--- src/rtl/serial_bit_tx_pkg.sv ---
// Purpose  : shared FSM state encoding for the serial bit transmitter.
// Latency  : n/a (types and constants only).
// Backpressure: n/a.
package serial_bit_tx_pkg;

    localparam int ST_W = 2;

    typedef enum logic [ST_W-1:0] {
        IDLE   = 2'd0,
        SHIFT  = 2'd1,
        PARITY = 2'd2
    } state_t;

endpackage

--- src/rtl/serial_bit_cnt.sv ---
// Purpose  : bit-position counter for one serial word, flags the final bit.
// Latency  : count updates on the clock edge after clr/inc; last is combinational from the count.
// Backpressure: none; the owner stops incrementing at the last bit so the count never wraps.
//
// Ports:
//   clk, rst : clock, asynchronous active-high reset
//   clr      : restart the count at zero (wins over inc)
//   inc      : advance the count by one
//   last     : count == WIDTH-1
module serial_bit_cnt
    import serial_bit_tx_pkg::*;
#(
    parameter int WIDTH = 8
) (
    input  logic clk,
    input  logic rst,
    input  logic clr,
    input  logic inc,
    output logic last
);

    localparam int CNT_W = $clog2(WIDTH);

    logic [CNT_W-1:0] cnt;

    always_ff @(posedge clk or posedge rst) begin
        if (rst) begin
            cnt <= '0;
        end else if (clr) begin
            cnt <= '0;
        end else if (inc) begin
            cnt <= cnt + CNT_W'(1);
        end
    end

    assign last = (cnt == CNT_W'(WIDTH - 1));

endmodule

--- src/rtl/serial_bit_tx.sv ---
// Purpose  : parallel-to-serial transmitter, WIDTH-bit word shifted out LSB first on d/d_en.
// Latency  : bit 0 appears on d one cycle after the load handshake; done pulses one cycle after the final bit.
// Backpressure: load_ready is low for the whole word; load_valid/load_data are ignored while busy.
//
// Ports:
//   clk, rst   : clock, asynchronous active-high reset
//   load_valid : word offered on load_data
//   load_data  : word to send, captured on the handshake
//   load_ready : ready for a new word (IDLE only)
//   d, d_en    : serial bit and its qualifier, both registered
//   busy       : word in flight
//   done       : one-cycle pulse in the first IDLE cycle after the final bit
//
// Build option: define SERIAL_BIT_TX_PARITY_EN to append an even-parity bit after each word.
module serial_bit_tx
    import serial_bit_tx_pkg::*;
#(
    parameter int WIDTH = 8
) (
    input  logic             clk,
    input  logic             rst,
    input  logic             load_valid,
    input  logic [WIDTH-1:0] load_data,
    output logic             load_ready,
    output logic             d,
    output logic             d_en,
    output logic             busy,
    output logic             done
);

    state_t           state;
    state_t           state_nxt;
    logic [WIDTH-1:0] shreg;
    logic [WIDTH-1:0] shreg_nxt;

    logic load_ready_nxt;
    logic d_nxt;
    logic d_en_nxt;
    logic busy_nxt;
    logic done_nxt;

    logic cnt_clr;
    logic cnt_inc;
    logic cnt_last;

`ifdef SERIAL_BIT_TX_PARITY_EN
    // Parity is taken from the word at load time because the shift
    // register has been emptied by the time the parity bit goes out.
    logic par_q;
    logic par_nxt;
`endif

    serial_bit_cnt #(
        .WIDTH (WIDTH)
    ) u_cnt (
        .clk  (clk),
        .rst  (rst),
        .clr  (cnt_clr),
        .inc  (cnt_inc),
        .last (cnt_last)
    );

    // Output values are computed for the *next* cycle so that every
    // output comes straight from a flop.
    always_comb begin
        state_nxt = state;
        shreg_nxt = shreg;
        d_nxt     = 1'b0;
        d_en_nxt  = 1'b0;
        done_nxt  = 1'b0;
        cnt_clr   = 1'b0;
        cnt_inc   = 1'b0;
`ifdef SERIAL_BIT_TX_PARITY_EN
        par_nxt   = par_q;
`endif
        case (state)
            IDLE: begin
                if (load_valid) begin
                    state_nxt = SHIFT;
                    shreg_nxt = load_data;
                    cnt_clr   = 1'b1;
                    d_nxt     = load_data[0];
                    d_en_nxt  = 1'b1;
`ifdef SERIAL_BIT_TX_PARITY_EN
                    par_nxt   = ^load_data;
`endif
                end
            end
            SHIFT: begin
                // shreg[0] is the bit on d this cycle; the next bit is
                // bit 0 of the shifted value.
                shreg_nxt = shreg >> 1;
                if (cnt_last) begin
`ifdef SERIAL_BIT_TX_PARITY_EN
                    state_nxt = PARITY;
                    d_nxt     = par_q;
                    d_en_nxt  = 1'b1;
`else
                    state_nxt = IDLE;
                    done_nxt  = 1'b1;
`endif
                end else begin
                    cnt_inc  = 1'b1;
                    d_nxt    = shreg_nxt[0];
                    d_en_nxt = 1'b1;
                end
            end
`ifdef SERIAL_BIT_TX_PARITY_EN
            PARITY: begin
                state_nxt = IDLE;
                done_nxt  = 1'b1;
            end
`endif
            default: begin
                state_nxt = IDLE;
            end
        endcase

        load_ready_nxt = (state_nxt == IDLE);
        busy_nxt       = (state_nxt != IDLE);
    end

    always_ff @(posedge clk or posedge rst) begin
        if (rst) begin
            state      <= IDLE;
            shreg      <= '0;
            load_ready <= 1'b1;
            d          <= 1'b0;
            d_en       <= 1'b0;
            busy       <= 1'b0;
            done       <= 1'b0;
`ifdef SERIAL_BIT_TX_PARITY_EN
            par_q      <= 1'b0;
`endif
        end else begin
            state      <= state_nxt;
            shreg      <= shreg_nxt;
            load_ready <= load_ready_nxt;
            d          <= d_nxt;
            d_en       <= d_en_nxt;
            busy       <= busy_nxt;
            done       <= done_nxt;
`ifdef SERIAL_BIT_TX_PARITY_EN
            par_q      <= par_nxt;
`endif
        end
    end

endmodule

--- config.mk ---
export PLATFORM = sky130hd
export DESIGN_NAME = serial_bit_tx
export DESIGN_NICKNAME = d
export VERILOG_FILES = /design/src/rtl/serial_bit_tx_pkg.sv /design/src/rtl/serial_bit_cnt.sv /design/src/rtl/serial_bit_tx.sv
export SDC_FILE = /design/constraint.sdc
export NUM_CORES = 1
export LEC_CHECK = 0
export CAP_MARGIN = 20
export CORE_UTILIZATION = 51
export CTS_BUF_LIST = sky130_fd_sc_hd__clkbuf_4 sky130_fd_sc_hd__clkbuf_8
export DETAILED_ROUTE_END_ITERATION = 8
export GPL_TIMING_DRIVEN = 0
export PLACE_DENSITY = 0.9
export SLEW_MARGIN = 30
export SYNTH_ARGS = -nofsm -noshare
export SYNTH_HDL_FRONTEND = slang
export SYNTH_HIERARCHICAL = 1
export SYNTH_SLANG_ARGS = --single-unit
export TNS_END_PERCENT = 50
--- constraint.sdc ---
create_clock -name clk -period 1.63 [get_ports clk]
set_input_delay 0.326 -clock clk [delete_from_list [all_inputs] [get_ports clk]]
set_output_delay 0.326 -clock clk [all_outputs]
set_load 0.01 [all_outputs]
==> metrics list <==
- The flow ran to the end, and the final reports show no timing, DRC or antenna violations.
- Once layout is complete, the utilization of the core stands at 0.712.
- The worst path needs between 1.5 and 2 ns of the cycle, external delays included.
- Summed over all layers, the global routing overflow is 0.
* Cell with the most instances after synthesis: dfrtp_1
- Avg WL per Cell: about 14 um
* Via count of the first global-routing pass: ~550
* Type of element capturing the critical path: primary output
* Overall die height: slightly above 40 um
- Multi-input logic area: around 290 um2
- DRC violations left: 0
- The first detailed-routing pass ran for 4 iterations.
- Worst-case clock skew: 0.00383 ns
- Post-synth EDFFs: 0
- Post-synth cell types: 25
- Number of vias per cell: between 5 and 6
- The count of nets left with antenna violations once routing finished came out at 0.
* Final hold violation count: 0
- Buffers plus inverters on the worst setup path: 1
- Setup Viol. Count Final: 0
* Cell count after synthesis: roughly 70
- Wire length of the first global-routing pass: around 2300 um
- Data on the critical path arrives at its endpoint at between 1 and 1.5 ns.
- The number of nets handed over by synthesis was 81.
* Cell type contributing the most total cell area after synthesis: dfrtp_1
* Family of cells with the greatest summed delay on the critical path: buffers and inverters
- Warning count from the yosys run: 6
* Slew margin rel.: 0.650
* I/O pin count: 16
- After synthesis the netlist holds a flip-flop and latch count of 17.
- TritonCTS clock tree: yes
- Layout cell share with drive strength beyond 1: 0.115
* Later-pin clock latency in the skew report: a little under 0.3 ns
- On the final layout, the worst hold slack is 0.211 ns.
- Maximum ir drop on the vdd rail: roughly 0.58 mV
* Share of flip-flops with an asynchronous set or reset: 1.00
- In this run the power density over the cells is 1040 nW/um2.
* Top cells by count, synth: 16 x dfrtp_1, 9 x nor2_1, 7 x inv_1
- Data on the critical path is required at its endpoint by approximately 1.3 ns.
- Number of cells in the design after placement: 98
- CTS built an H-tree with a depth of 1.
- Type of element launching the critical path: register
- Post-CTS Hold Buffers: 0
* Post-synth top flop: dfrtp_1
- Iter 0 DRT Violations: 14
- Relative to the synthesized area, the layout overhead comes to 26.3%.
- The clock drives 17 sinks.
- Die footprint: 1630 um2
- Critical-path cell list: clkdlybuf4s50_1
* Pin slew with the least headroom to its limit: 0.525 ns
- Static timing analysis puts the maximum clock frequency at 664 MHz.
* WL final: ~1500 um
- FF+latch area: ~430 um2
* Via count of the routed design: just under 600
- The analysis attributes to cell leakage a power of between 0.4 and 0.5 nW.
* CTS Root Buffer Type: clkbuf_4
- Dpl hpwl: about 1100 um
- The tool flagged a number of max-cap violations equal to 0.
* Clock buffers created by TritonCTS: 3
* Pins Over Slew Limit: 0
* Average size of a mapped cell: 11.1 um2
* Worst path max stage delay: 0.54 ns
* Worst-path clk slew: roughly 0.10 ns
- In this run the worst path has a maximum fanout of 1.
* Class of the most critical setup path: register to primary output
- Clock buffer depth: 2
- Cell Area, Synth: 752 um2
- Initial Utilization: 0.564
* Unrepaired setup endpoints after global routing: no
- Ranked by total cell area, the synthesized netlist is headed by dfrtp_1 53%, nor2_1 4.5%, a21oi_1 4.0%, dfstp_2 3.5%, inv_1 3.5%.
* Number of nets in the finished design: between 100 and 150
- Total Routing Usage GR: 0.234
- The count of buffers added on input and output ports is 15.
* Slowest cell on the critical path: clkdlybuf4s50_1
- Sequential-to-total area share from yosys stat: 0.567
- After filler insertion, the fill cell instance count of the layout stands at about 110.
* Final clock period utilization by the worst path: 0.925
- Final instance count without filler cells: 102
- The number of antenna diodes in the final layout is 0.
- The worst hold path belongs to the class primary input to async pin.
- The die is between 40 and 50 um wide.
- The floorplan has 13 rows.
* Post-CTS Setup Inserts: 0
- Routability-driven placement finished with a final weighted congestion of just over 0.8.
* Core area: around 1300 um2
* Pin count of the biggest net entering global routing: 15
* Initial antenna violation count: 0
- Area fraction of the dominant cell type after synthesis: 0.532
## final timing paths
path / from / endpoint / slack, ns / cells after the start
min in group clk: shreg[4] / shreg[4] / 0.52 / 1
setup reg to reg: u_cnt/cnt[0] / u_cnt/cnt[1] / 0.18 / 5
hold / removal: rst / u_cnt/cnt[2] / 0.21 / 2
setup / recovery: d / d / 0.12 / 1
max in group asynchronous: rst / load_ready / 0.88 / 2
hold reg to reg: shreg[4] / shreg[4] / 0.52 / 1
## sequential cells by signal (all words and copies together), names as in the netlist
register / count
d: 1
busy: 1
u_cnt/cnt: 3
done: 1
load_ready: 1
state: 2
d_en: 1
shreg: 7
## area by class of cell
cell class | instances | area share
plain buffers | 2 | 0.0158
flip-flops and latches | 17 | 0.449
clock inverters | 1 | 0.00527
clock buffers | 3 | 0.0237
well taps | 15 | 0.0198
inverters | 7 | 0.0277
multi-input cells | 42 | 0.302
repair buffers | 15 | 0.157
## routing by layer
metal | share of wire | vias up | GRT usage
met5 | 0 | - | 0
met1 | 0.46 | 283 | 0.277
met4 | 0.0083 | 0 | 0.125
met3 | 0.049 | 2 | 0.0667
li1 | - | 273 | -
met2 | 0.49 | 21 | 0.381
## timing repair
| item | 4_1_cts | 5_1_grt |
|---|---|---|
| cloned | 0 | 0 |
| endpoints found under the setup margin | 1 | 1 |
| resized for setup | 1 | 1 |
## report_power, final
part,switching (W),internal (W),total (W)
sequential,0.0000454,0.000494,0.000540
combinational,0.000101,0.000112,0.000213
clock,0.000139,0.0000914,0.000231
## per-stage QoR
step / area, um2 / total power [W] / worst slack [ns] / setup TNS, ns
2_1_floorplan: 752 / 0.000678 / 0.225 / 0
6_report: 950 / 0.000983 / 0.123 / 0
4_1_cts: 947 / 0.000987 / 0.0944 / 0
3_3_place_gp: 921 / 0.000744 / 0.0159 / 0
3_5_place_dp: 921 / 0.000760 / -0.0156 / -0.0238
5_1_grt: 950 / 0.00104 / 0.0595 / 0
## layout by cell type, fill, tap and decap left out, drive strengths merged
cell type	netlist	routed
dfrtp	16	16
nand3	1	1
xnor2	1	1
o22a	2	2
a22o	1	1
mux2i	2	2
inv	7	7
o22ai	3	3
conb	1	1
nor2	9	9
dfstp	1	1
buf	1	1
ha	2	2
nor3b	2	2
o21bai	1	1
nand3b	1	1
or2	1	1
nand2b	2	2
and2	1	1
dlygate4sd2	0	1
or4b	1	1
clkinv	0	1
o21ai	1	1
o32ai	3	3
a21oi	7	7
clkdlybuf4s50	0	14
clkbuf	1	4
## kinds of logic (layout without fill, tap and decap cells)
kind of cell / Yosys count / after routing / share of synthesized area
simple gates: 18 / 18 / 0.133
xor+xnor: 1 / 1 / 0.0116
compound gates: 18 / 18 / 0.168
fa+ha+maj: 2 / 2 / 0.0333
buf+inv: 9 / 28 / 0.0549
other cells: 1 / 1 / 0.00499
mux: 2 / 2 / 0.0266
flops: 17 / 17 / 0.567
Note: power is estimated with default switching activity, not from simulation.
